<file path="src/rtl/exec_ctrl_pkg.sv">
// Shared types and default parameters for the execution control unit.
// The optional EXEC_CTRL_SAT_CNT_EN build macro is consumed by exec_ctrl_unit.
package exec_ctrl_pkg;

  localparam int DEF_NUM_IN  = 4;
  localparam int DEF_NUM_OUT = 4;
  localparam int DEF_CNT_W   = 32;

  // Encoding 2'd3 is never entered and is decoded as IDLE.
  typedef enum logic [1:0] {
    ST_IDLE   = 2'd0,
    ST_CONFIG = 2'd1,
    ST_EXEC   = 2'd2
  } ctrl_state_e;

endpackage

</file>
<file path="src/rtl/exec_ctrl_unit_rise_edge_det.sv">
// Rising-edge detector: one history register plus AND-NOT, asynchronous active-low reset.
module rise_edge_det (
  input  logic clk,
  input  logic rst_n,
  input  logic sig,
  output logic rise
);

  logic prev_r;

  // History register holding the previous-cycle level of sig.
  always_ff @(posedge clk or negedge rst_n) begin
    if (!rst_n) begin
      prev_r <= 1'b0;
    end else begin
      prev_r <= sig;
    end
  end

  assign rise = sig & ~prev_r;

endmodule

</file>
<file path="src/rtl/exec_ctrl_unit.sv">
// Execution control FSM: CSR edge detection, start pulses and performance counters.
// Build macro EXEC_CTRL_SAT_CNT_EN makes the counters saturate instead of wrapping.
module exec_ctrl_unit
  import exec_ctrl_pkg::*;
#(
  parameter int NUM_IN  = DEF_NUM_IN,
  parameter int NUM_OUT = DEF_NUM_OUT,
  parameter int CNT_W   = DEF_CNT_W
) (
  input  logic               clk_i,
  input  logic               rst_ni,
  input  logic               load_configuration_i,
  input  logic               start_execution_i,
  input  logic               clear_counters_i,
  input  logic [NUM_IN-1:0]  in_chan_en_i,
  input  logic [NUM_OUT-1:0] out_chan_en_i,
  input  logic               data_config_done_i,
  input  logic [NUM_OUT-1:0] data_output_done_i,
  input  logic [NUM_IN-1:0]  data_read_stall_i,
  input  logic [NUM_OUT-1:0] data_write_stall_i,
  output logic               execute_config_o,
  output logic [NUM_IN-1:0]  execute_input_o,
  output logic [NUM_OUT-1:0] execute_output_o,
  output logic               busy_o,
  output logic               done_o,
  output logic [1:0]         state_o,
  output logic [CNT_W-1:0]   cycle_count_load_config_o,
  output logic [CNT_W-1:0]   cycle_count_execute_o,
  output logic [CNT_W-1:0]   cycle_count_stall_o
);

  ctrl_state_e        state_r;
  ctrl_state_e        state_nxt_s;
  logic               load_rise_s;
  logic               start_rise_s;
  logic               armed_r;
  logic               load_edge_s;
  logic               start_edge_s;
  logic               cfg_go_s;
  logic               exec_go_s;
  logic               exec_fin_s;
  logic               all_done_s;
  logic               stall_any_s;
  logic [NUM_OUT-1:0] out_mask_r;
  logic               done_r;
  logic [CNT_W-1:0]   cnt_cfg_r;
  logic [CNT_W-1:0]   cnt_exec_r;
  logic [CNT_W-1:0]   cnt_stall_r;

  function automatic logic [CNT_W-1:0] cnt_inc(input logic [CNT_W-1:0] cnt);
`ifdef EXEC_CTRL_SAT_CNT_EN
    if (&cnt) begin
      return cnt;
    end else begin
      return cnt + CNT_W'(1);
    end
`else
    return cnt + CNT_W'(1);
`endif
  endfunction

  rise_edge_det u_load_det (
    .clk   (clk_i),
    .rst_n (rst_ni),
    .sig   (load_configuration_i),
    .rise  (load_rise_s)
  );

  rise_edge_det u_start_det (
    .clk   (clk_i),
    .rst_n (rst_ni),
    .sig   (start_execution_i),
    .rise  (start_rise_s)
  );

  // The edge registers are still 0 right after reset, so a CSR level held
  // through reset would look like an edge; suppress edges until one clock has
  // captured the real level. This also keeps pulses low while in reset.
  always_ff @(posedge clk_i or negedge rst_ni) begin
    if (!rst_ni) begin
      armed_r <= 1'b0;
    end else begin
      armed_r <= 1'b1;
    end
  end

  assign load_edge_s  = load_rise_s & armed_r;
  assign start_edge_s = start_rise_s & armed_r;
  assign all_done_s   = &(data_output_done_i | ~out_mask_r);
  assign stall_any_s  = (|(data_read_stall_i & in_chan_en_i)) |
                        (|(data_write_stall_i & out_mask_r));

  // FSM state register.
  always_ff @(posedge clk_i or negedge rst_ni) begin
    if (!rst_ni) begin
      state_r <= ST_IDLE;
    end else begin
      state_r <= state_nxt_s;
    end
  end

  // FSM next-state and transition strobes; edges outside IDLE are dropped.
  always_comb begin
    state_nxt_s = state_r;
    cfg_go_s    = 1'b0;
    exec_go_s   = 1'b0;
    exec_fin_s  = 1'b0;
    case (state_r)
      ST_CONFIG: begin
        if (data_config_done_i) begin
          state_nxt_s = ST_IDLE;
        end else begin
          state_nxt_s = ST_CONFIG;
        end
      end
      ST_EXEC: begin
        if (all_done_s) begin
          state_nxt_s = ST_IDLE;
          exec_fin_s  = 1'b1;
        end else begin
          state_nxt_s = ST_EXEC;
        end
      end
      default: begin
        if (load_edge_s) begin
          state_nxt_s = ST_CONFIG;
          cfg_go_s    = 1'b1;
        end else if (start_edge_s && (out_chan_en_i != '0)) begin
          state_nxt_s = ST_EXEC;
          exec_go_s   = 1'b1;
        end else begin
          state_nxt_s = ST_IDLE;
        end
      end
    endcase
  end

  // FSM outputs: same-cycle start pulses and status decode.
  always_comb begin
    execute_config_o = cfg_go_s;
    if (exec_go_s) begin
      execute_input_o  = in_chan_en_i;
      execute_output_o = out_chan_en_i;
    end else begin
      execute_input_o  = '0;
      execute_output_o = '0;
    end
    busy_o  = (state_r == ST_CONFIG) || (state_r == ST_EXEC);
    state_o = state_r;
  end

  // Output-channel mask latched at start and done flag.
  always_ff @(posedge clk_i or negedge rst_ni) begin
    if (!rst_ni) begin
      out_mask_r <= '0;
      done_r     <= 1'b0;
    end else if (exec_go_s) begin
      out_mask_r <= out_chan_en_i;
      done_r     <= 1'b0;
    end else if (exec_fin_s) begin
      done_r     <= 1'b1;
    end
  end

  // Performance counters; clear overrides load and increment.
  always_ff @(posedge clk_i or negedge rst_ni) begin
    if (!rst_ni) begin
      cnt_cfg_r   <= '0;
      cnt_exec_r  <= '0;
      cnt_stall_r <= '0;
    end else if (clear_counters_i) begin
      cnt_cfg_r   <= '0;
      cnt_exec_r  <= '0;
      cnt_stall_r <= '0;
    end else begin
      if (cfg_go_s) begin
        cnt_cfg_r <= '0;
      end else if (state_r == ST_CONFIG) begin
        cnt_cfg_r <= cnt_inc(cnt_cfg_r);
      end
      if (exec_go_s) begin
        cnt_exec_r  <= '0;
        cnt_stall_r <= '0;
      end else if (state_r == ST_EXEC) begin
        cnt_exec_r <= cnt_inc(cnt_exec_r);
        if (stall_any_s) begin
          cnt_stall_r <= cnt_inc(cnt_stall_r);
        end
      end
    end
  end

  assign done_o                    = done_r;
  assign cycle_count_load_config_o = cnt_cfg_r;
  assign cycle_count_execute_o     = cnt_exec_r;
  assign cycle_count_stall_o       = cnt_stall_r;

endmodule

</file>
<file path="config.mk">
export PLATFORM = sky130hd
export DESIGN_NAME = exec_ctrl_unit
export DESIGN_NICKNAME = d
export VERILOG_FILES = /design/src/rtl/exec_ctrl_pkg.sv /design/src/rtl/exec_ctrl_unit_rise_edge_det.sv /design/src/rtl/exec_ctrl_unit.sv
export SDC_FILE = /design/constraint.sdc
export NUM_CORES = 1
export LEC_CHECK = 0
export BUFFER_PORTS_ARGS = -buffer_cell sky130_fd_sc_hd__buf_4
export CORE_ASPECT_RATIO = 1.5
export CORE_MARGIN = 2
export CORE_UTILIZATION = 46
export CTS_CLUSTER_DIAMETER = 120
export DETAILED_ROUTE_END_ITERATION = 7
export GPL_TIMING_DRIVEN = 0
export PLACE_DENSITY_LB_ADDON = 0.12
export SYNTH_ARGS = -nofsm -noshare
export SYNTH_HDL_FRONTEND = slang
export SYNTH_SLANG_ARGS = --single-unit
</file>
<file path="constraint.sdc">
create_clock -name clk_i -period 2.1 [get_ports clk_i]
set_input_delay 0.21 -clock clk_i [delete_from_list [all_inputs] [get_ports clk_i]]
set_output_delay 0.21 -clock clk_i [all_outputs]
set_load 0.05 [all_outputs]
</file>
After elaboration in Yosys (flattened, before gate mapping)
Cells that the tools add are included.

Eq/ne operators: 2. Muxes and demuxes: 26. Bitwise gates (word level): 11. Reduce and logical (&&, ||, !) cells: 12. $add $sub $neg: 3.

Operators with widths (count): $mux W32 (10); $add A32 B1 Y32 const B (3); $mux W1 (10); $reduce_bool A3 Y1 (3); $and A4 B4 Y4 (2); $mux W4 (2); $reduce_or A4 Y1 (2); $mux W2 (3); $and A1 B1 Y1 (4); $not A4 Y4 (1); $or A4 B4 Y4 (1); $pmux W2 S2 (1); $reduce_and A4 Y1 (1); $reduce_bool A4 Y1 (1); $eq A2 B1 Y1 const B (1); $eq A2 B2 Y1 const B (1); $not A1 Y1 (2); $reduce_and A2 Y1 (1); $reduce_bool A2 Y1 (1); $reduce_or A2 Y1 (1); $logic_and A1 B1 Y1 (1); $logic_or A1 B1 Y1 (1); $or A1 B1 Y1 (1).

Flip-flop bits (word level): 106. Output and inout port bits: 109. Word-level logic and storage cells: 63. Input bits: 26.

Depth between registers and ports, before layout
Gate-level depths: netlist of run 1.

Depth in word-level cells: 9. Mapped depth: 9. Gate-level depth less buffers: 6.

Cells and area by module
From an unflattened synthesis of run 1, not the netlist that was laid out.

Cell total of the unflattened synthesis: 565. Area total of the unflattened synthesis: 5388.9 um^2.

Modules (own cells, without submodules): exec_ctrl_unit (times used 1, area an instance 5311.3 um^2, sequential area each 2602.5 um^2, cells an instance 561); rise_edge_det (times used 2, area an instance 38.8 um^2, sequential area each 25.0 um^2, cells an instance 2).

Worst setup path after synthesis of run 1
OpenSTA, ideal clock, no wires.

Kind: reg-to-reg. Start point: register state_r[0] (netlist: state_o[0]). End point: register cnt_cfg_r[0] (netlist: cycle_count_load_config_o[0]). Required time: 1968 ps. Arrival: 2593 ps. Slack: -625 ps. Clock period less this slack: 2725 ps. Path buffers: 3. Library setup time: 132 ps. Cell stages (with the launch flop): 9. Path through: dfrtp_1 inv_1 ha_1 and4b_1 clkbuf_1 or2_2 clkbuf_1 clkbuf_1 nor2_1.

Longest elaborated chain between the ends: 5. Elaborated cells on any way between the ends: 7. Those cells by class: 2 x eq/ne; 3 x mux; 2 x reduce/logical.

RTL lines: start, declared (line exec_ctrl_unit.sv:32) `ctrl_state_e state_r;`; start signal, assigned (line exec_ctrl_unit.sv:98) `state_r <= state_nxt_s;`; $eq A2 B1 Y1 or $eq A2 B2 Y1 (tied branches) (line exec_ctrl_unit.sv:108) `case (state_r)`; $reduce_or A2 Y1 (no source line) *; $mux W1 * (line exec_ctrl_unit.sv:108); net execute_config_o (line exec_ctrl_unit.sv:21) `output logic execute_config_o,`; $mux W32 (line exec_ctrl_unit.sv:176) `if (cfg_go_s) begin`; $mux W32 (line exec_ctrl_unit.sv:171) `end else if (clear_counters_i) begin`; end signal, assigned (line exec_ctrl_unit.sv:179) `cnt_cfg_r <= cnt_inc(cnt_cfg_r);`; end, declared (line exec_ctrl_unit.sv:46) `logic [CNT_W-1:0] cnt_cfg_r;`.

Mark *: on every way through the listed nets, which the timed path passes. The rest lies on a longest branch. A chain may end at the register's enable or synchronous reset.

Final worst setup path of run 1
Start point: register state_r[1] (netlist: state_o[1]). End point: output port execute_input_o[2].

Longest elaborated chain between the ends: 4. Elaborated cells on any way between the ends: 5. Those cells by class: 2 x eq/ne; 2 x mux; 1 x reduce/logical.

RTL lines: $eq A2 B1 Y1 or $eq A2 B2 Y1 (tied branches) (line exec_ctrl_unit.sv:108); $reduce_or A2 Y1 (no source line) *; $mux W1 * (line exec_ctrl_unit.sv:108); $mux W4 * (line exec_ctrl_unit.sv:141) `if (exec_go_s) begin`; end, declared (line exec_ctrl_unit.sv:22) `output logic [NUM_IN-1:0] execute_input_o,`.

Every way passes the cells marked *; elsewhere a longest branch is shown, timed or not.

==> results of run 1 <==
## kinds of logic after synthesis
family	synth area share [%]
fa+ha+maj	1.07
xor+xnor	3.43
buf+inv	3.95
compound gates	14.0
other cells	0.0639
flops	45.2
mux	2.90
simple gates	29.4
## cell usage in the layout (no fill, tap or decap), drive strengths merged, types with 15 or more instances in the layout
| cell type | n |
|---|---|
| a21oi | 56 |
| and3 | 15 |
| and4 | 15 |
| buf | 180 |
| clkbuf | 33 |
| dfrtp | 106 |
| inv | 17 |
| mux2i | 17 |
| nand2 | 52 |
| nand3 | 28 |
| nand4 | 30 |
| nor2 | 28 |
| nor4 | 20 |
| o31ai | 38 |
| or3 | 15 |
| or4 | 44 |
| xnor2 | 16 |
## sequential cells by signal (all words and copies together), names as in the netlist
name                       count
cycle_count_load_config_o     32
u_load_det.prev_r              1
cycle_count_execute_o         32
u_start_det.prev_r             1
state_o                        2
out_mask_r                     4
done_o                         1
cycle_count_stall_o           32
armed_r                        1
## worst register-to-register path, cell delays in order (launching register included)
cell,delay (ps)
dfrtp_2,420
inv_2,70
ha_4,190
and4_4,240
buf_8,110
buf_6,90
nand4_1,260
nor4_1,350
mux2i_1,250
## cell type report
cell class | instances | area, um2
Buffer | 31 | 215
Multi-Input combinational cell | 463 | 3260
Sequential cell | 106 | 2680
Clock inverter | 2 | 60.1
Timing Repair Buffer | 171 | 1340
Clock buffer | 14 | 264
Tap cell | 156 | 195
Fill cell | 1038 | 4370
Inverter | 17 | 63.8
## worst max-delay path by stage
| stage | cells past startpoint | slack, ps | start | to |
|---|---|---|---|---|
| after global routing | 5 | -90 | state_o[1] | execute_input_o[1] |
| after CTS | 5 | 0.9 | state_o[1] | execute_input_o[1] |
| after detailed placement | 5 | -340 | out_mask_r[0] | cycle_count_stall_o[30] |
| after floorplan | 8 | -150 | state_o[0] | cycle_count_execute_o[26] |
| final | 5 | -1 | state_o[1] | execute_input_o[2] |
| after global placement | 5 | -270 | out_mask_r[0] | cycle_count_stall_o[30] |
## stage by stage
| step | TNS, ps | power [mW] |
|---|---|---|
| 6_report | -1.47 | 4.41 |
| 5_1_grt | -546 | 4.58 |
| 4_1_cts | 0 | 4.42 |
| 3_5_place_dp | -17780 | 2.54 |
| 3_3_place_gp | -14720 | 2.54 |
| 2_1_floorplan | -921 | 2.35 |
## repair_timing
| item | CTS | global route |
|---|---|---|
| setup endpoints to repair | 82 | 70 |
| hold endpoints to repair | 2 | 7 |
| pin swaps | 5 | 11 |
| hold buffers | 2 | 1 |
| cloned | 0 | 0 |
| setup buffers | 14 | 19 |
| resized for setup | 32 | 51 |
## routing by layer
metal	track usage (%)	wire (um)
met1	32.1	7040
met5	0	0
met4	7.29	284
met2	44.6	9330
met3	5.30	1050
## power groups by stage
stage          combinational [mW]  sequential (mW)  clock (mW)
2_1_floorplan               0.178             2.18           0
3_3_place_gp                0.386             2.15           0
3_5_place_dp                0.393             2.15           0
4_1_cts                     0.414             2.11        1.90
5_1_grt                     0.472             2.11        1.99
6_report                    0.435             2.11        1.86
==> impl_metrics.json, run 1 <==
{
  "outcome": "finished with violations",
  "violations": "setup timing",
  "worst-endpoint-arrival_ps": 1890,
  "gr-total-overflow": 0,
  "vias": 5768,
  "worst_pin_slew_ps": 1010,
  "crit_type": "reg2out",
  "place.gp.congestion": 0.904,
  "grt_max_degree": 107,
  "fin_crit_ps": 2100,
  "pwr-share-comb_pct": 9.9,
  "cts_buffers": 9,
  "pre_cts_slack_ps": -345,
  "synth_edf_count": 0,
  "start_util_pct": 47.1,
  "power_density_nw_per_um2": 546,
  "drt_iter0_markers": 296,
  "clockBufferDepth": 2,
  "p_int_mw": 3.33,
  "synth_area_um2": 5860,
  "placed_cell_area_um2": 7170,
  "synth_top_area_cell": "dfrtp_1",
  "grt_setup_unrepaired": "true",
  "utilization_pct": 64.9,
  "htree_num_levels": 3,
  "dpl.hpwl_mm": 12.4,
  "num_rows": 50,
  "rr_worst_depth": 8,
  "final_antenna_net_count": 0,
  "p_sw_share_pct": 24.4,
  "grt_usage_pct": 25.8,
  "critPathLaunchType": "flop",
  "crit_family": "simple AND/OR/NAND/NOR gates",
  "finalWirelength_mm": 17.7,
  "root_buffer": "clkbuf_16",
  "required_ps": 1890,
  "die_h_um": 142,
  "layout_setup_ws_ps": -1.47,
  "p_clk_share_pct": 42.2,
  "ys_ff_latch": 106,
  "syn_area_per_cell_um2": 9.43,
  "setup_violations": 1,
  "drive_gt1_share_pct": 36.2,
  "wire_per_inst_um": 18.5,
  "fp.dieW_um": 96.2,
  "whs_endpoint": "state_o[0]",
  "max-cap-violations": 0,
  "p_switching_mw": 1.08,
  "slew_headroom_pct": 31.2,
  "clk_latency_ps": 350,
  "skew_ps": 10.4,
  "io_buffer_count": 134,
  "clock.fmax_ghz": 0.476,
  "antenna_found_initial": 0,
  "synthFlopType": "dfrtp_1",
  "maxSlewViolCount": 0,
  "die_area_um2": 13700,
  "hp-start": "data_config_done_i",
  "min_period_over_period_pct": 100,
  "slowest_stage": "dfrtp_2",
  "final_area_um2": 8080,
  "vdd_drop_max_mv": 0.561,
  "ys_seq_area_share_pct": 45.2,
  "synthTopCellsByArea": "dfrtp_1 (45%), or4_1 (5.4%), o31ai_1 (4.9%)",
  "clk_pin_slew_ps": 70,
  "worstHoldPathCells": 3,
  "critPathCaptureType": "output port",
  "synth_top_area_share_pct": 45.2,
  "seqPwrFrac_pct": 47.9,
  "drc_errors": 0,
  "grt_pass1_vias": 5578,
  "synth_most_common_cell": "dfrtp_1",
  "hp-class": "in2reg",
  "p_leak_nw": 3.37,
  "dp.cells": 912,
  "cts_tree": "done",
  "reg2reg_from": "state_o[0]",
  "dr.pass1.iters": 4,
  "synthDistinctLibCells": 50,
  "path_cells": "ha_4 > and4b_2 > and2_4 > and3_1 > buf_6",
  "n_antenna_cell": 0,
  "async_flop_share_pct": 100,
  "vias_per_cell": 6.01,
  "nNetsFinal": 830,
  "synthTopCellsByCount": "dfrtp_1 (106), a21oi_1 (56), nand2_1 (52), or4_1 (42), o31ai_1 (38)",
  "critPathMaxStageDelay_ps": 440,
  "grt_pass1_wl_mm": 27.9,
  "final_cell_count_no_fill": 960,
  "cts_sinks": 106,
  "core_um2": 12400,
  "path_max_fanout": 6,
  "areaGrowthSynthToFinish_pct": 37.8,
  "r2r_slack_ps": 20,
  "critPathBufInv": 1,
  "synth_warnings": 0,
  "synthCells": 622,
  "whs_ps": 181,
  "final_hold_viol_count": 0,
  "pin_count": 135,
  "syn_nets": 653,
  "r2r_end": "cycle_count_stall_o[30]"
}
Power figures use the tool's default switching activity.
==> run 2, diff against run 1 <==
--- a/config.mk
+++ b/config.mk
@@ -7,8 +7,8 @@
 export LEC_CHECK = 0
 export BUFFER_PORTS_ARGS = -buffer_cell sky130_fd_sc_hd__buf_4
 export CORE_ASPECT_RATIO = 1.5
-export CORE_MARGIN = 2
-export CORE_UTILIZATION = 46
+export CORE_MARGIN = 4
+export CORE_UTILIZATION = 49
 export CTS_CLUSTER_DIAMETER = 120
 export DETAILED_ROUTE_END_ITERATION = 7
 export GPL_TIMING_DRIVEN = 0
==> impl_metrics.json, run 2 (same netlist as run 1, synthesis figures left out) <==
{
  "layout_setup_ws_ps": -55.3,
  "drc_errors": 0,
  "areaGrowthSynthToFinish_pct": 39.4,
  "slew_headroom_pct": 40.1,
  "rr_worst_depth": 7,
  "path_max_fanout": 6,
  "violations": "setup timing",
  "place.gp.congestion": 0.907,
  "seqPwrFrac_pct": 48.0,
  "p_int_mw": 3.28,
  "finalWirelength_mm": 18.5,
  "reg2reg_from": "state_o[0]",
  "pre_cts_slack_ps": -287,
  "vias_per_cell": 6.21,
  "nNetsFinal": 839,
  "dr.pass1.iters": 5,
  "die_h_um": 142,
  "htree_num_levels": 3,
  "power_density_nw_per_um2": 537,
  "final_cell_mix": "buf_4 (172), dfrtp_1 (80), nand2_1 (52)",
  "clk_latency_ps": 350,
  "worst_pin_slew_ps": 875,
  "p_leak_nw": 3.41,
  "p_sw_share_pct": 25.3,
  "maxSlewViolCount": 0,
  "die_area_um2": 13800,
  "critPathMaxStageDelay_ps": 540,
  "cts_tree": "done",
  "path_cells": "inv_2 > ha_4 > nand4_1 > or4_4 > buf_6 > or4_1 > a21oi_1",
  "dpl.hpwl_mm": 12.6,
  "gr-total-overflow": 0,
  "worst-endpoint-arrival_ps": 2420,
  "slowest_stage": "or4_4",
  "required_ps": 2360,
  "total_power_mw": 4.39,
  "grt_pass1_vias": 5829,
  "r2r_end": "cycle_count_execute_o[30]",
  "cts_sinks": 106,
  "p_clk_share_pct": 41.8,
  "fin_crit_ps": 2160,
  "core_um2": 11600,
  "antenna_found_initial": 0,
  "final_antenna_net_count": 0,
  "fill_cells": 888,
  "vdd_drop_max_mv": 0.402,
  "start_util_pct": 50.6,
  "r2r_slack_ps": -60,
  "critPathLaunchType": "flop",
  "grt_pass1_wl_mm": 29.3,
  "p_switching_mw": 1.11,
  "wire_per_inst_um": 19.2,
  "io_buffer_count": 134,
  "vias": 5977,
  "critPathCaptureType": "flop",
  "skew_ps": 13.7,
  "endpoint": "cycle_count_execute_o[30]",
  "setup_tns_ps": -95.5,
  "outcome": "finished with violations",
  "max-cap-violations": 0,
  "n_antenna_cell": 0,
  "grt_usage_pct": 25.6,
  "crit_type": "reg2reg",
  "drive_gt1_share_pct": 37.6,
  "min_period_over_period_pct": 103,
  "pwr-share-comb_pct": 10.2,
  "worstHoldPathCells": 3,
  "clock.fmax_ghz": 0.464,
  "clockBufferDepth": 2,
  "final_hold_viol_count": 0,
  "num_rows": 48,
  "final_area_um2": 8180,
  "grt_setup_unrepaired": "true",
  "pin_count": 135,
  "crit_start": "state_o[0]",
  "fp.dieW_um": 97.3,
  "cts_buffers": 9,
  "hp-class": "in2reg",
  "clk_pin_slew_ps": 70,
  "utilization_pct": 70.5,
  "setup_violations": 3,
  "placed_cell_area_um2": 7160,
  "grt_max_degree": 107,
  "drt_iter0_markers": 313,
  "final_common_cell": "buf_4",
  "root_buffer": "clkbuf_16"
}
## run 2: critical path: cells and delay by family (launching register included)
family,cells,cell delay (ps)
AND/OR/NAND/NOR,3,1080
flip-flops,1,430
buffers and inverters,2,220
adder cells (fa/ha/maj),1,180
AO/OA/AOI/OAI,1,160
## run 2: timing repair
action                                  in CTS  in global routing
buffers inserted                            17                 25
hold buffers                                 2                  1
pin swaps                                    5                 16
endpoints found under the setup margin      82                 96
endpoints found under the hold margin        2                  6
gates resized for setup                     36                 58
## run 2: area by class of cell
cell class	instances	area [um2]	area share [%]
tap	150	188	2.30
sequential	106	2690	32.8
clock inverter	6	88.8	1.09
buffer	31	211	2.59
multi-input combinational	463	3280	40.1
timing repair buffer	180	1430	17.5
clock buffer	10	229	2.80
inverter	17	63.8	0.780
## run 2: per-layer routing
| layer | vias up | share of wire, % | global-route usage, % |
|---|---|---|---|
| met5 | - | 0 | 0 |
| met4 | 0 | 1.8 | 9.41 |
| met3 | 28 | 6.5 | 4.32 |
| met2 | 253 | 53 | 45.1 |
| met1 | 2956 | 38 | 31.8 |
| li1 | 2740 | - | - |
## run 2: how the worst min path moves through the flow
| stage | startpoint | endpoint | slack [ps] |
|---|---|---|---|
| after floorplan | rst_ni | armed_r | -90 |
| after global placement | start_execution_i | u_start_det.prev_r | 330 |
| after detailed placement | start_execution_i | u_start_det.prev_r | 330 |
| after CTS | data_config_done_i | state_o[0] | 180 |
| after global routing | data_config_done_i | state_o[0] | 200 |
| final | data_config_done_i | state_o[0] | 190 |
## run 2: stage by stage
stage,instances,hold WS [ps]
6_report,963,189
5_1_grt,963,199
4_1_cts,939,185
3_5_place_dp,906,333
3_3_place_gp,906,329
2_1_floorplan,622,-85.6
## run 2: power groups by stage
stage               clock network [mW]  registers (mW)  logic (mW)
floorplan                            0            2.18       0.178
global route                      1.95            2.11       0.487
detailed placement                   0            2.14       0.393
global placement                     0            2.14       0.386
CTS                               1.86            2.11       0.417
finish                            1.84            2.11       0.449
==> run 3, diff against run 2 <==
--- a/config.mk
+++ b/config.mk
@@ -8,11 +8,12 @@
 export BUFFER_PORTS_ARGS = -buffer_cell sky130_fd_sc_hd__buf_4
 export CORE_ASPECT_RATIO = 1.5
 export CORE_MARGIN = 4
-export CORE_UTILIZATION = 49
+export CORE_UTILIZATION = 48
 export CTS_CLUSTER_DIAMETER = 120
 export DETAILED_ROUTE_END_ITERATION = 7
 export GPL_TIMING_DRIVEN = 0
 export PLACE_DENSITY_LB_ADDON = 0.12
 export SYNTH_ARGS = -nofsm -noshare
 export SYNTH_HDL_FRONTEND = slang
+export SYNTH_HIERARCHICAL = 1
 export SYNTH_SLANG_ARGS = --single-unit
==> impl_metrics.json, run 3 <==
{
  "core_um2": 11000,
  "synth_edf_count": 0,
  "pin_count": 135,
  "synthFlopType": "dfrtp_1",
  "io_buffer_count": 134,
  "ys_seq_area_share_pct": 49.2,
  "async_flop_share_pct": 100,
  "synth_top_area_cell": "dfrtp_1",
  "final_antenna_net_count": 0,
  "die_h_um": 138,
  "synth_area_um2": 5390,
  "dr.pass1.iters": 4,
  "drt_iter0_markers": 189,
  "power_density_nw_per_um2": 581,
  "grt_setup_unrepaired": "true",
  "finalWirelength_mm": 13.9,
  "synth_warnings": 6,
  "synth_most_common_cell": "dfrtp_1",
  "path_max_fanout": 6,
  "hp-class": "in2reg",
  "pwr-share-comb_pct": 10.7,
  "grt_pass1_vias": 4696,
  "start_util_pct": 49.0,
  "maxSlewViolCount": 0,
  "drc_errors": 0,
  "antenna_found_initial": 0,
  "total_power_mw": 4.27,
  "final_common_cell": "buf_4",
  "n_antenna_cell": 0,
  "crit_type": "reg2out",
  "syn_area_per_cell_um2": 9.54,
  "critPathLaunchType": "flop",
  "vdd_drop_max_mv": 0.369,
  "gr-total-overflow": 0,
  "p_switching_mw": 1.08,
  "slew_headroom_pct": 52.5,
  "synth_top_area_share_pct": 49.2,
  "cts_sinks": 106,
  "p_clk_share_pct": 39.7,
  "synthCells": 565,
  "outcome": "finished with violations",
  "num_rows": 47,
  "final_hold_viol_count": 0,
  "clock.fmax_ghz": 0.475,
  "layout_setup_ws_ps": -5.87,
  "cts_buffers": 9,
  "fin_crit_ps": 2110,
  "drive_gt1_share_pct": 30.8,
  "final_area_um2": 7340,
  "clockBufferDepth": 2,
  "grt_pass1_wl_mm": 22.5,
  "synthDistinctLibCells": 45,
  "synth_top_family_by_area": "simple AND/OR/NAND/NOR gates",
  "max-cap-violations": 0,
  "grt_usage_pct": 21.7,
  "skew_ps": 6.27,
  "placed_cell_area_um2": 6620,
  "min_period_over_period_pct": 100,
  "place.gp.congestion": 0.811,
  "synthTopCellsByCount": "dfrtp_1 (106), nor2_1 (99), xor2_1 (51), nand2_1 (39), nand3_1 (36)",
  "yosys.area_share.adder_pct": 1.16,
  "fp.dieW_um": 94.5,
  "die_area_um2": 13000,
  "clk_pin_slew_ps": 70,
  "synthMuxAreaShare_pct": 1.53,
  "p_leak_nw": 3.41,
  "fill_cells": 920,
  "vias_per_cell": 5.37,
  "p_int_mw": 3.19,
  "p_sw_share_pct": 25.3,
  "syn_nets": 596,
  "htree_num_levels": 3,
  "final_cell_mix": "buf_4 (146), dfrtp_1 (98), nor2_1 (97)",
  "vias": 4763,
  "dpl.hpwl_mm": 9.67,
  "worst-endpoint-arrival_ps": 1900,
  "required_ps": 1890,
  "root_buffer": "clkbuf_16",
  "seqPwrFrac_pct": 49.6,
  "synth_compound_area_share_pct": 4.30,
  "wire_per_inst_um": 15.6,
  "synthTopCellsByArea": "dfrtp_1 (49%), xor2_1 (8.3%), nor2_1 (6.9%)",
  "synth-simple-area-share_pct": 28.0,
  "areaGrowthSynthToFinish_pct": 36.3,
  "grt_max_degree": 107,
  "clk_latency_ps": 350,
  "synth_xor_area_share_pct": 12.7,
  "setup_violations": 3,
  "utilization_pct": 66.8,
  "worst_pin_slew_ps": 706,
  "critPathCaptureType": "output port",
  "nNetsFinal": 766,
  "ys_ff_latch": 106,
  "violations": "setup timing",
  "cts_tree": "done"
}
## run 3: cell types whose count changed after synthesis, moves of 12 or more
| cell | previous run | this run |
|---|---|---|
| clkbuf_1 | 26 | 13 |
| a21oi_1 | 56 | 11 |
| o31ai_1 | 38 | 0 |
| nor4_1 | 20 | 8 |
| nand2_1 | 52 | 39 |
| xor2_1 | 7 | 51 |
| or4_1 | 42 | 4 |
| nor2_1 | 28 | 99 |
## run 3: stage by stage
step	std cells	hold WS (ps)	setup TNS [ps]	setup slack (ps)
floorplan	565	-85.6	0	3.91
global placement	846	330	-6310	-221
detailed placement	846	333	-7080	-247
CTS	879	27.2	-59.0	-24.1
global route	887	41.7	-627	-93.5
finish	887	40.0	-6.81	-5.87
## run 3: layout make-up
cell class                      instances  area, um2  area share [%]
Multi-Input combinational cell        418       2710            36.9
Sequential cell                       106       2660            36.3
Timing Repair Buffer                  159       1280            17.5
Clock buffer                           13        280            3.82
Tap cell                              147        184            2.50
Buffer                                 19        118            1.60
Inverter                               22       82.6            1.12
Clock inverter                          3       21.3           0.290
## run 3: worst max-delay path, stage by stage, from the launching register on
cell and delay (ps):
dfrtp_2 430, ha_4 270, nand4b_1 180, nor2_4 190, buf_4 160, and2_1 160, buf_6 170
## run 3: power by group through the flow
stage	sequential (mW)	combinational, mW	clock, mW
floorplan	2.21	0.178	0
CTS	2.12	0.443	1.73
finish	2.12	0.458	1.69
global route	2.12	0.500	1.80
detailed placement	2.16	0.405	0
global placement	2.16	0.400	0
## run 3: worst paths after layout
kind	startpoint	end	slack (ps)	cells past startpoint
min in group asynchronous	rst_ni	cycle_count_load_config_o[11]	250	2
min	data_config_done_i	state_o[0]	40	2
max in group asynchronous	rst_ni	cycle_count_execute_o[3]	1130	3
min reg2reg	done_o	done_o	510	2
max	state_o[1]	execute_output_o[2]	-6	6
max reg2reg	state_o[1]	state_o[1]	20	11
## run 3: timing repair
action                                 4_1_cts  5_1_grt
buffers inserted                            15        6
pin swaps                                    8        6
endpoints found under the hold margin        2       12
setup endpoints to repair                   79       82
hold buffers                                 2        1
resized for setup                           31       28
## run 3: kinds of logic after synthesis
group	after synthesis
compound gates	37
xor+xnor	78
fa+ha+maj	5
buf+inv	41
flops	106
mux	8
other cells	1
simple gates	289
## run 3: per-layer routing
metal	vias up	global-route usage [%]	wire length (um)
met4	0	7.62	284
met1	2319	26.0	5510
li1	2284	-	-
met5	-	0	0
met3	26	4.70	766
met2	134	38.2	7310
